===== src/rtl/sub_serial_8bit_if.sv =====
// sub_serial_8bit_if: operand/result handshake bundle for the bit-serial subtractor.
//   master : drives in_valid, a, b, bin, out_ready; observes in_ready and the results.
//   slave  : drives in_ready, out_valid, diff, bout, zero, ovf.
interface sub_serial_8bit_if #(
    parameter int unsigned WIDTH = 8
);
    logic             in_valid;
    logic             in_ready;
    logic [WIDTH-1:0] a;
    logic [WIDTH-1:0] b;
    logic             bin;
    logic             out_valid;
    logic             out_ready;
    logic [WIDTH-1:0] diff;
    logic             bout;
    logic             zero;
    logic             ovf;

    modport master (
        output in_valid, a, b, bin, out_ready,
        input  in_ready, out_valid, diff, bout, zero, ovf
    );

    modport slave (
        input  in_valid, a, b, bin, out_ready,
        output in_ready, out_valid, diff, bout, zero, ovf
    );
endinterface


===== src/rtl/sub_serial_8bit.sv =====
// sub_serial_8bit: bit-serial subtractor computing a - b - bin, LSB first, one bit per clock.
//   clk   : rising-edge clock
//   rst_n : asynchronous active-low reset
//   bus   : slave side of sub_serial_8bit_if
//           in_valid/in_ready   operand handshake (a, b, bin)
//           out_valid/out_ready result handshake (diff, bout, zero, ovf)
// Results are registered and change only on entry to DONE or on reset.
module sub_serial_8bit #(
    parameter int unsigned WIDTH = 8
) (
    input logic                clk,
    input logic                rst_n,
    sub_serial_8bit_if.slave   bus
);

    localparam int unsigned CntW = (WIDTH > 2) ? $clog2(WIDTH) : 1;
    localparam logic [CntW-1:0] LastBit = CntW'(WIDTH - 1);

    typedef enum logic [1:0] {StIdle, StRun, StDone} state_e;

    state_e           state_q, state_d;
    logic [WIDTH-1:0] a_q, b_q, res_q, diff_q;
    logic [CntW-1:0]  cnt_q;
    logic             r_q, bout_q, zero_q, ovf_q;

    logic             x, y, d, r_next, last;
    logic [WIDTH-1:0] res_next;

    // Full-subtractor cell on the current LSBs of the operand shifters.
    always_comb begin
        x        = a_q[0];
        y        = b_q[0];
        d        = x ^ y ^ r_q;
        r_next   = (~x & y) | (~x & r_q) | (y & r_q);
        res_next = {d, res_q[WIDTH-1:1]};
        last     = (cnt_q == LastBit);
    end

    // State register
    always_ff @(posedge clk or negedge rst_n) begin
        if (!rst_n) begin
            state_q <= StIdle;
        end else begin
            state_q <= state_d;
        end
    end

    // Next-state logic
    always_comb begin
        state_d = state_q;
        case (state_q)
            StIdle:  if (bus.in_valid) state_d = StRun;
            StRun:   if (last) state_d = StDone;
            StDone:  if (bus.out_ready) state_d = StIdle;
            default: state_d = StIdle;
        endcase
    end

    // Handshake outputs decoded from registered state only
    always_comb begin
        bus.in_ready  = (state_q == StIdle);
        bus.out_valid = (state_q == StDone);
    end

    // Datapath
    always_ff @(posedge clk or negedge rst_n) begin
        if (!rst_n) begin
            a_q    <= '0;
            b_q    <= '0;
            r_q    <= 1'b0;
            res_q  <= '0;
            cnt_q  <= '0;
            diff_q <= '0;
            bout_q <= 1'b0;
            zero_q <= 1'b0;
            ovf_q  <= 1'b0;
        end else begin
            case (state_q)
                StIdle: begin
                    if (bus.in_valid) begin
                        a_q   <= bus.a;
                        b_q   <= bus.b;
                        r_q   <= bus.bin;
                        cnt_q <= '0;
                    end
                end
                StRun: begin
                    a_q   <= a_q >> 1;
                    b_q   <= b_q >> 1;
                    r_q   <= r_next;
                    res_q <= res_next;
                    cnt_q <= cnt_q + CntW'(1);
                    if (last) begin
                        diff_q <= res_next;
                        bout_q <= r_next;
                        // r_q here is the borrow into the MSB
                        ovf_q  <= r_q ^ r_next;
                        zero_q <= (res_next == '0);
                    end
                end
                default: ;
            endcase
        end
    end

    assign bus.diff = diff_q;
    assign bus.bout = bout_q;
    assign bus.zero = zero_q;
    assign bus.ovf  = ovf_q;

endmodule

===== src/flat_wrapper.sv =====
// flat-port wrapper written by rule: the top's interface ports become plain ports
module sub_serial_8bit_flat 
#(
    parameter int unsigned WIDTH = 8
)
  (clk, rst_n, bus_in_valid, bus_a, bus_b, bus_bin, bus_out_ready, bus_in_ready, bus_out_valid, bus_diff, bus_bout, bus_zero, bus_ovf);
  sub_serial_8bit_if #(.WIDTH(WIDTH)) bus_i ();
  input logic clk;
  input logic rst_n;
  input wire logic [$bits(bus_i.in_valid)-1:0] bus_in_valid;
  input wire logic [$bits(bus_i.a)-1:0] bus_a;
  input wire logic [$bits(bus_i.b)-1:0] bus_b;
  input wire logic [$bits(bus_i.bin)-1:0] bus_bin;
  input wire logic [$bits(bus_i.out_ready)-1:0] bus_out_ready;
  output wire logic [$bits(bus_i.in_ready)-1:0] bus_in_ready;
  output wire logic [$bits(bus_i.out_valid)-1:0] bus_out_valid;
  output wire logic [$bits(bus_i.diff)-1:0] bus_diff;
  output wire logic [$bits(bus_i.bout)-1:0] bus_bout;
  output wire logic [$bits(bus_i.zero)-1:0] bus_zero;
  output wire logic [$bits(bus_i.ovf)-1:0] bus_ovf;
  assign bus_i.in_valid = bus_in_valid;
  assign bus_i.a = bus_a;
  assign bus_i.b = bus_b;
  assign bus_i.bin = bus_bin;
  assign bus_i.out_ready = bus_out_ready;
  assign bus_in_ready = bus_i.in_ready;
  assign bus_out_valid = bus_i.out_valid;
  assign bus_diff = bus_i.diff;
  assign bus_bout = bus_i.bout;
  assign bus_zero = bus_i.zero;
  assign bus_ovf = bus_i.ovf;
  sub_serial_8bit #(.WIDTH(WIDTH)) u_core (.clk(clk), .rst_n(rst_n), .bus(bus_i));
endmodule

===== config.mk =====
export PLATFORM = sky130hd
export DESIGN_NAME = sub_serial_8bit_flat
export DESIGN_NICKNAME = d
export VERILOG_FILES = /design/src/rtl/sub_serial_8bit_if.sv /design/src/rtl/sub_serial_8bit.sv /design/src/flat_wrapper.sv
export SDC_FILE = /design/constraint.sdc
export NUM_CORES = 1
export LEC_CHECK = 0
export CORE_ASPECT_RATIO = 1.75
export CORE_MARGIN = 1.5
export CORE_UTILIZATION = 30
export CTS_CLUSTER_DIAMETER = 60
export DETAILED_ROUTE_END_ITERATION = 6
export PLACE_DENSITY = 0.59
export SKIP_LAST_GASP = 1
export SYNTH_ARGS = -nofsm -noshare
export SYNTH_HDL_FRONTEND = slang
export SYNTH_SLANG_ARGS = --single-unit

===== constraint.sdc =====
create_clock -name clk -period 3.18 [get_ports clk]
set_input_delay 0.318 -clock clk [delete_from_list [all_inputs] [get_ports clk]]
set_output_delay 0.318 -clock clk [all_outputs]
set_load 0.02 [all_outputs]

==> flow_metrics.py, run 1 <==
metrics = {
    "cts": {
        "clockRootBuffer": "sky130_fd_sc_hd__clkbuf_8",
        "cts_setup_buffers": 0,
        "cts_made_buffers": 5,
        "cts_max_level": 2,
        "clkSinkCount": 40,
        "clkLatencyLatePin_ns": 0.29,
        "cts.reportedPaths.clkPinSlew_ns": 0.08,
        "cts_tree": "done",
        "post_cts_hold_buffer_count": 0,
        "cts_max_path_buffers": 2,
        "cts.repair.resized": 0,
    },
    "setup_path": {
        "cp_num_buf_inv": 2,
        "cp_data_required_time_ns": 2.86,
        "cp_data_arrival_time_ns": 1.95,
        "critical_path.cell_chain": "nand2b_1, inv_1, clkdlybuf4s50_1",
        "critical_path_s_largest_stage_delay_ns": 0.86,
        "worst-path-stages": 3,
        "crit_type": "reg2out",
        "cpLargestDelayFamily": "flip-flops",
        "worst_setup_path_end_kind": "output pin",
        "worst-r2r-setup-slack_ns": 1.47,
        "critPathMaxFanout": 24,
        "crit_path_start_kind": "register",
        "critical-path-slowest-cell": "sky130_fd_sc_hd__dfrtp_1",
        "reg2regPathDepth": 3,
    },
    "detailed_routing": {
        "drt_iter0_drc": 22,
        "detail_route.wl_per_cell_um": 12.2,
        "vias": 1209,
        "remaining_drc_errors": 0,
        "ant_nets": 0,
        "postRouteWirelength_um": 3260,
        "drt_pre_antenna_iters": 4,
        "vias_per_cell": 4.53,
    },
    "power": {
        "power.sequential.fraction_pct": 45.5,
        "pwr-share-clk_pct": 17.3,
        "switchingPower_uw": 706,
        "power.share.combinational_pct": 37.1,
        "power.leakage_uw": 0.000980,
        "switching_share_pct": 35.7,
        "power_uw": 1980,
        "p_per_area_nw_per_um2": 903,
        "cell_internal_pwr_uw": 1270,
        "peakVddDrop_mv": 0.393,
    },
    "synthesis": {
        "synth.avg_cell_area_um2": 10.9,
        "synthesis.instances": 159,
        "syn_nets": 183,
        "postSynthRegisterBits": 40,
        "synth_largest_area_cell": "sky130_fd_sc_hd__dfrtp_1",
        "yosys_warnings": 0,
        "netlist-cell-type-count": 26,
        "yosys-top-cells-area": "sky130_fd_sc_hd__dfrtp_1 (58%), sky130_fd_sc_hd__nand2_1 (8.8%), sky130_fd_sc_hd__a22oi_1 (6.5%)",
        "synth.cell_area_um2": 1740,
        "yosysTopAreaCellShare_pct": 57.5,
        "yosysSeqAreaShare_pct": 57.5,
    },
    "placed_design": {
        "place_congestion": 0.706,
        "dpl.cell_count": 259,
        "dp_hpwl_um": 2210,
        "io_buffer_count": 33,
    },
    "final_layout": {
        "fillCellCount": 589,
        "antenna_cells": 0,
        "finalNonFillerCells": 267,
        "area_growth_syn_to_layout_pct": 25.7,
        "nets": 214,
        "layout-drive-gt1-share_pct": 10.5,
    },
    "job": {
        "drv_cap": 0,
    },
    "global_routing": {
        "grt-ovfl-total": 0,
        "grt_pass1_vias": 1180,
        "grt_pass1_wl_um": 5470,
        "grt_use_total_pct": 11.6,
        "antenna_violations_before_repair": 0,
        "grt_max_degree": 41,
    },
    "sta": {
        "timing.hold.ws_ns": 0.142,
        "post-route-period-util_pct": 71.3,
        "tightestPinTransition_ns": 0.873,
        "tns_ns": 0,
        "achievable-frequency_mhz": 441,
        "fin_crit_ns": 2.27,
        "timing.final.setup_violations": 0,
        "finClkSkew_ns": 0.00635,
        "timing_max_transition_violations_final": 0,
        "slew-limit-headroom_pct": 41.8,
        "count_of_endpoints_failing_hold_in_the_final_timing_report": 0,
        "setup_repair_after_global_routing_missed_its_margin": "no",
    },
    "run_status": {
        "run_status": "complete, no violations",
    },
    "floorplan": {
        "die_h_um": 104,
        "die_outline_area_um2": 6290,
        "die-width_um": 60.6,
        "placementRows": 36,
        "coreArea_um2": 5590,
        "initial_core_util_pct": 31.2,
        "boundaryPins": 34,
    },
    "hold_path": {
        "hold_class": "in2async",
    },
}
==> path summary, 6_finish.rpt <==
kind / from / end
setup / recovery: u_core.state_q[0] / bus_out_valid
hold / removal: rst_n / u_core.bus.diff[4]
setup reg to reg: u_core.state_q[0] / u_core.b_q[4]
hold reg to reg: u_core.bus.zero / u_core.bus.zero
max in group asynchronous: rst_n / u_core.state_q[1]
min in group clk: u_core.bus.zero / u_core.bus.zero
==> layout by cell type, fill, tap and decap left out <==
master                            instances
sky130_fd_sc_hd__nand2_1                 41
sky130_fd_sc_hd__clkinv_2                 2
sky130_fd_sc_hd__nor2b_1                  2
sky130_fd_sc_hd__mux2_2                   5
sky130_fd_sc_hd__mux2_4                   3
sky130_fd_sc_hd__a21oi_1                  1
sky130_fd_sc_hd__a22o_1                   2
sky130_fd_sc_hd__nand3b_4                 1
sky130_fd_sc_hd__buf_2                    1
sky130_fd_sc_hd__fa_1                     1
sky130_fd_sc_hd__buf_4                    1
sky130_fd_sc_hd__nor4_1                   1
sky130_fd_sc_hd__nand2b_1                 2
sky130_fd_sc_hd__xnor2_1                  1
sky130_fd_sc_hd__a32o_1                   1
sky130_fd_sc_hd__a22oi_1                 15
sky130_fd_sc_hd__a2bb2oi_1                1
sky130_fd_sc_hd__o21ai_0                 16
sky130_fd_sc_hd__dfrtp_1                 40
sky130_fd_sc_hd__nor4b_1                  1
sky130_fd_sc_hd__clkdlybuf4s50_1         32
sky130_fd_sc_hd__o21ai_1                  6
sky130_fd_sc_hd__o21bai_2                 1
sky130_fd_sc_hd__nor2_1                   2
sky130_fd_sc_hd__inv_1                    4
sky130_fd_sc_hd__ha_1                     2
sky130_fd_sc_hd__clkbuf_8                 6
==> synthesized netlist by cell type <==
library cell	count
sky130_fd_sc_hd__nand2_1	41
sky130_fd_sc_hd__dfrtp_1	40
sky130_fd_sc_hd__o21ai_0	16
sky130_fd_sc_hd__a22oi_1	15
sky130_fd_sc_hd__o21ai_1	6
sky130_fd_sc_hd__mux2_2	5
sky130_fd_sc_hd__inv_1	4
sky130_fd_sc_hd__buf_4	3
sky130_fd_sc_hd__buf_6	3
sky130_fd_sc_hd__clkbuf_1	3
sky130_fd_sc_hd__mux2_4	3
sky130_fd_sc_hd__a22o_1	2
sky130_fd_sc_hd__ha_1	2
sky130_fd_sc_hd__nand2b_1	2
sky130_fd_sc_hd__nor2_1	2
sky130_fd_sc_hd__nor2b_1	2
sky130_fd_sc_hd__a21oi_1	1
sky130_fd_sc_hd__a2bb2oi_1	1
sky130_fd_sc_hd__a32o_1	1
sky130_fd_sc_hd__buf_2	1
sky130_fd_sc_hd__fa_1	1
sky130_fd_sc_hd__nand3b_4	1
sky130_fd_sc_hd__nor4_1	1
sky130_fd_sc_hd__nor4b_1	1
sky130_fd_sc_hd__o21bai_2	1
sky130_fd_sc_hd__xnor2_1	1
==> metrics by stage <==
step	instance area [um2]	util, %	setup slack [ns]
final	2190	39.2	0.912
after floorplan	1740	-	1.74
after global routing	2190	39.2	0.805
after global placement	2100	37.5	1.22
after detailed placement	2100	37.5	1.24
after CTS	2190	39.2	0.917
==> worst register-to-register path: cells and delay by family, from the launching register on <==
kind / cells / cell delay (ns)
flip-flops: 1 / 0.67
AND/OR/NAND/NOR: 1 / 0.12
AO/OA/AOI/OAI: 2 / 0.85
==> cells by family after synthesis <==
family | share of synthesized area, %
xor+xnor | 0.503
fa+ha+maj | 2.59
buf+inv | 5.03
flops | 57.5
simple gates | 12.7
compound gates | 15.8
mux | 5.82
==> state kept, by name (all words and copies together), names as in the netlist, 2 cells and up <==
signal	count
u_core.res_q	7
u_core.a_q	8
u_core.state_q	2
u_core.b_q	8
u_core.cnt_q	3
u_core.bus.diff	8
==> power groups by stage <==
stage | Clock (uW) | Sequential, uW | Combinational (uW)
4_1_cts | 359 | 903 | 753
3_3_place_gp | 0 | 909 | 737
5_1_grt | 377 | 935 | 826
3_5_place_dp | 0 | 912 | 751
2_1_floorplan | 0 | 917 | 494
6_report | 343 | 900 | 734
==> per-layer routing <==
layer / GRT usage [%] / part of all wire, %
met5: 0 / 0
met4: 4.50 / 1.6
met3: 4.12 / 4.3
met2: 18.1 / 52
met1: 14.2 / 42
==> layout make-up <==
cell class | instances | area, um2 | share of cell area [%]
Clock buffer | 6 | 82.6 | 3.77
Inverter | 4 | 15.0 | 0.686
Timing Repair Buffer | 34 | 333 | 15.2
Multi-Input combinational cell | 105 | 652 | 29.8
Tap cell | 76 | 95.1 | 4.35
Sequential cell | 40 | 1000 | 45.7
Clock inverter | 2 | 10.0 | 0.457
Power figures use the tool's default switching activity.
==> run 2: changes to the inputs <==
PLACE_DENSITY = 0.61   (was 0.59)
clock period = 2 ns   (was 3.18 ns; I/O delays follow)
==> run 2 against run 1 <==
  * Wire length is 4.6% higher
  * Register-to-register slack worse by 1.0 ns
  * Utilization is 1.6 points higher
==> flow_metrics.py, run 2 (synthesis gave the netlist of run 1 again) <==
metrics = {
    "run_status": {
        "run_status": "complete, no violations",
    },
    "setup_path": {
        "crit_type": "reg2out",
        "worst_setup_path_end_kind": "output pin",
        "critPathMaxFanout": 6,
        "reg2regPathDepth": 4,
        "worst-r2r-setup-slack_ns": 0.47,
        "cp_data_required_time_ns": 1.80,
        "reg2reg_from": "u_core.r_q",
        "crit_path_start_kind": "register",
        "cp_data_arrival_time_ns": 1.58,
        "worstReg2RegEnd": "u_core.bus.zero",
    },
    "global_routing": {
        "antenna_violations_before_repair": 0,
        "grt_pass1_vias": 1265,
        "grt_pass1_wl_um": 5920,
        "grt_use_total_pct": 12.4,
        "grt_max_degree": 23,
        "grt_util_met3_pct": 3.75,
        "grt_busiest_layer": "met2",
        "grt.met1_usage_pct": 15.5,
        "grt-ovfl-total": 0,
        "grt_use_met2_pct": 19.7,
    },
    "sta": {
        "timing_max_transition_violations_final": 0,
        "achievable-frequency_mhz": 562,
        "count_of_endpoints_failing_hold_in_the_final_timing_report": 0,
        "slew-limit-headroom_pct": 61.9,
        "setup_slack_ns": 0.221,
        "timing.final.setup_violations": 0,
        "setup_repair_after_global_routing_missed_its_margin": "no",
        "tns_ns": 0,
        "timing.hold.ws_ns": 0.332,
        "post-route-period-util_pct": 88.9,
        "fin_crit_ns": 1.78,
        "finClkSkew_ns": 0.00648,
        "tightestPinTransition_ns": 0.570,
    },
    "final_layout": {
        "most-common-layout-cells": "sky130_fd_sc_hd__nand2_1 (41), sky130_fd_sc_hd__dfrtp_1 (40), sky130_fd_sc_hd__clkdlybuf4s50_1 (32)",
        "area_growth_syn_to_layout_pct": 31.0,
        "finalNonFillerCells": 273,
        "nets": 221,
        "layout-drive-gt1-share_pct": 12.7,
        "antenna_cells": 0,
        "most_frequent_standard_cell_in_the_layout_excluding_fill_and_tap_cells": "sky130_fd_sc_hd__nand2_1",
        "post-route-cell-area_um2": 2280,
    },
    "placed_design": {
        "io_buffer_count": 33,
        "dpl.cell_count": 265,
        "placed_area_um2": 2140,
        "pre_cts_ws_ns": 0.442,
        "dp_hpwl_um": 2480,
        "place_congestion": 0.767,
    },
    "hold_path": {
        "hold_class": "in2async",
    },
    "power": {
        "pwr-share-clk_pct": 22.5,
        "switchingPower_uw": 1150,
        "power.share.combinational_pct": 37.3,
        "power.leakage_uw": 0.00103,
        "cell_internal_pwr_uw": 2270,
        "switching_share_pct": 33.6,
        "peakVddDrop_mv": 0.612,
        "power.sequential.fraction_pct": 40.2,
        "p_per_area_nw_per_um2": 1500,
    },
    "detailed_routing": {
        "detail_route.wl_per_cell_um": 12.5,
        "vias": 1260,
        "drt_iter0_drc": 23,
        "postRouteWirelength_um": 3410,
        "ant_nets": 0,
        "vias_per_cell": 4.62,
        "drt_pre_antenna_iters": 4,
        "remaining_drc_errors": 0,
    },
    "job": {
        "drv_cap": 0,
    },
    "floorplan": {
        "placementRows": 36,
        "boundaryPins": 34,
        "coreArea_um2": 5590,
        "initial_core_util_pct": 31.2,
        "die_h_um": 104,
        "die_outline_area_um2": 6290,
        "die-width_um": 60.6,
    },
    "cts": {
        "cts_max_level": 2,
        "clkLatencyLatePin_ns": 0.29,
        "cts_made_buffers": 5,
        "cts_tree": "done",
        "clkSinkCount": 40,
        "clockRootBuffer": "sky130_fd_sc_hd__clkbuf_8",
        "cts.reportedPaths.clkPinSlew_ns": 0.08,
        "cts_max_path_buffers": 2,
        "cts.repair.resized": 0,
    },
}
-- run 2: cell count changes in the layout (fill, tap and decap cells not counted) --
cell                            change
sky130_fd_sc_hd__buf_4              +6
sky130_fd_sc_hd__dlygate4sd3_1      +1
sky130_fd_sc_hd__clkinv_2           -2
sky130_fd_sc_hd__bufinv_16          +2
sky130_fd_sc_hd__clkbuf_8           -1
-- run 2: critical path, cell delays in order, from the launching register on --
cell,delay [ns]
sky130_fd_sc_hd__dfrtp_1,0.45
sky130_fd_sc_hd__nand2b_1,0.20
sky130_fd_sc_hd__inv_1,0.06
sky130_fd_sc_hd__clkdlybuf4s50_1,0.59
-- run 2: repair_timing --
action	in CTS	in global routing
endpoints found under the hold margin	13	0
hold buffers	1	0
buffers inserted	0	0
-- run 2: metrics by stage --
step | total power (uW) | util (%)
after global routing | 3690 | 40.8
after CTS | 3470 | 40.8
after detailed placement | 2690 | 38.3
after floorplan | 2240 | -
final | 3420 | 40.8
after global placement | 2660 | 38.3
-- run 2: power groups by stage --
stage | sequential, uW | clock [uW] | combinational, uW
2_1_floorplan | 1460 | 0 | 785
3_3_place_gp | 1380 | 0 | 1280
3_5_place_dp | 1390 | 0 | 1300
4_1_cts | 1380 | 786 | 1300
5_1_grt | 1420 | 822 | 1440
6_report | 1380 | 768 | 1280
-- run 2: layout make-up --
type / count / area (um2)
clock buffers: 5 / 68.8
multi-input cells: 105 / 652
clock inverters: 2 / 60.1
flip-flops and latches: 40 / 1000
well taps: 76 / 95.1
repair buffers: 41 / 388
fillers: 590 / 3310
inverters: 4 / 15.0
-- run 2: worst max path at each step --
stage | startpoint | to | slack [ns] | cells past startpoint
finish | u_core.state_q[0] | bus_out_valid | 0.22 | 3
CTS | u_core.state_q[0] | bus_out_valid | 0.21 | 3
global route | u_core.state_q[0] | bus_in_ready | 0.12 | 2
global placement | bus_in_valid | u_core.a_q[0] | 0.48 | 5
detailed placement | bus_in_valid | u_core.a_q[2] | 0.44 | 5
floorplan | u_core.cnt_q[0] | u_core.bus.bout | 0.56 | 5
-- run 2: layer usage --
metal	wire length (um)	vias to the layer above	share of wire, %
li1	-	618	-
met1	1470	612	43
met2	1750	25	51
met3	116	5	3.4
met4	66	0	1.9
met5	0	-	0
==> run 3: changes to the inputs <==
CORE_MARGIN = default   (was 1.5)
==> run 3 against run 2 <==
  * Die area is 2.6% lower
  * Utilization is 0.52 points lower
  * Global-route usage is 0.90 points higher
  * Maximum frequency is 0.73% higher
==> flow_metrics.py, run 3 (synthesis gave the netlist of run 1 again) <==
metrics = {
    "run_status": {
        "run_status": "complete, no violations",
    },
    "sta": {
        "setup_repair_after_global_routing_missed_its_margin": "no",
        "achievable-frequency_mhz": 566,
        "tightestPinTransition_ns": 0.584,
        "timing_max_transition_violations_final": 0,
        "tns_ns": 0,
        "count_of_endpoints_failing_hold_in_the_final_timing_report": 0,
        "finClkSkew_ns": 0.00601,
        "slew-limit-headroom_pct": 61.0,
        "timing.final.setup_violations": 0,
        "fin_crit_ns": 1.77,
        "post-route-period-util_pct": 88.3,
    },
    "detailed_routing": {
        "ant_nets": 0,
        "drt_iter0_drc": 33,
        "remaining_drc_errors": 0,
        "drt_pre_antenna_iters": 4,
        "vias": 1254,
        "postRouteWirelength_um": 3470,
        "vias_per_cell": 4.59,
        "detail_route.wl_per_cell_um": 12.7,
    },
    "global_routing": {
        "antenna_violations_before_repair": 0,
        "grt_pass1_wl_um": 6010,
        "grt-ovfl-total": 0,
        "grt_max_degree": 41,
        "grt_use_total_pct": 13.3,
        "grt_pass1_vias": 1225,
    },
    "power": {
        "switchingPower_uw": 1160,
        "cell_internal_pwr_uw": 2150,
        "peakVddDrop_mv": 0.629,
        "power.share.combinational_pct": 39.1,
        "p_per_area_nw_per_um2": 1470,
        "power.sequential.fraction_pct": 41.4,
        "pwr-share-clk_pct": 19.5,
        "power.leakage_uw": 0.00101,
        "switching_share_pct": 35.0,
    },
    "floorplan": {
        "die_outline_area_um2": 6120,
        "initial_core_util_pct": 31.2,
        "placementRows": 36,
        "boundaryPins": 34,
        "die_h_um": 103,
        "coreArea_um2": 5590,
        "die-width_um": 59.6,
    },
    "placed_design": {
        "io_buffer_count": 33,
        "place_congestion": 0.741,
        "dp_hpwl_um": 2360,
        "placed_area_um2": 2130,
    },
    "setup_path": {
        "reg2regPathDepth": 4,
        "cp_data_required_time_ns": 1.80,
        "crit_path_start_kind": "register",
        "worst-r2r-setup-slack_ns": 0.47,
        "crit_type": "reg2out",
        "worst_setup_path_end_kind": "output pin",
        "critPathMaxFanout": 6,
        "critical_path.startpoint": "u_core.state_q[0]",
        "reg2reg_from": "u_core.r_q",
        "worstReg2RegEnd": "u_core.bus.zero",
        "critPathCapture": "bus_out_valid",
        "cp_data_arrival_time_ns": 1.57,
    },
    "final_layout": {
        "layout-drive-gt1-share_pct": 12.2,
        "area_growth_syn_to_layout_pct": 29.3,
        "most-common-layout-cells": "sky130_fd_sc_hd__nand2_1 (41), sky130_fd_sc_hd__dfrtp_1 (40), sky130_fd_sc_hd__clkdlybuf4s50_1 (32)",
        "antenna_cells": 0,
        "most_frequent_standard_cell_in_the_layout_excluding_fill_and_tap_cells": "sky130_fd_sc_hd__nand2_1",
        "nets": 220,
        "post-route-cell-area_um2": 2250,
    },
    "cts": {
        "clockRootBuffer": "sky130_fd_sc_hd__clkbuf_8",
        "cts_tree": "done",
        "clkLatencyLatePin_ns": 0.29,
        "cts.repair.resized": 0,
        "cts_setup_buffers": 0,
        "cts.reportedPaths.clkPinSlew_ns": 0.08,
        "cts_max_level": 2,
        "cts_made_buffers": 5,
        "cts_max_path_buffers": 2,
        "clkSinkCount": 40,
    },
    "hold_path": {
        "hold_class": "reg2reg",
    },
    "job": {
        "drv_cap": 0,
    },
}
[run 3: final cells by class]
| class | count | area [um2] |
|---|---|---|
| fill | 575 | 3330 |
| sequential | 40 | 1000 |
| timing repair buffer | 40 | 380 |
| clock inverter | 2 | 35.0 |
| tap | 76 | 95.1 |
| inverter | 4 | 15.0 |
| multi-input combinational | 105 | 652 |
| clock buffer | 6 | 72.6 |
[run 3: critical path: stages, from the launching register on]
cell and delay, ns:
sky130_fd_sc_hd__dfrtp_1 0.44, sky130_fd_sc_hd__nand2b_1 0.19, sky130_fd_sc_hd__inv_1 0.05, sky130_fd_sc_hd__clkdlybuf4s50_1 0.59
[run 3: layer usage]
metal | vias up | GRT usage, % | part of all wire, % | routed length (um)
met2 | 28 | 21.8 | 52 | 1810
met1 | 600 | 16.3 | 43 | 1490
li1 | 619 | - | - | -
met4 | 0 | 6.44 | 2.1 | 72
met3 | 7 | 3.01 | 2.9 | 100
met5 | - | 0 | 0 | 0
[run 3: worst min path at each step]
stage,start,end,cells past startpoint
floorplan,rst_n,u_core.a_q[0],0
global placement,rst_n,u_core.bus.ovf,2
detailed placement,rst_n,u_core.res_q[7],2
CTS,u_core.bus.zero,u_core.bus.zero,2
global route,u_core.a_q[4],u_core.a_q[4],2
finish,u_core.bus.zero,u_core.bus.zero,2
[run 3: stage by stage]
step	hold slack [ns]	setup WS, ns	util [%]	total power (uW)	instances
finish	0.480	0.234	40.3	3310	273
floorplan	-0.0956	0.561	-	2240	159
CTS	0.489	0.220	40.3	3360	273
global route	0.506	0.155	40.3	3570	273
global placement	0.292	0.476	38.2	2660	264
detailed placement	0.292	0.476	38.2	2700	264
[run 3: power groups by stage]
stage	Combinational, uW	Sequential (uW)	Clock, uW
after CTS	1320	1380	668
after floorplan	785	1460	0
final	1290	1370	645
after global placement	1280	1380	0
after global routing	1450	1420	692
after detailed placement	1310	1390	0
[run 3: timing repair]
action	4_1_cts	5_1_grt
hold endpoints to repair	40	0
setup endpoints to repair	0	0
hold buffers	1	0
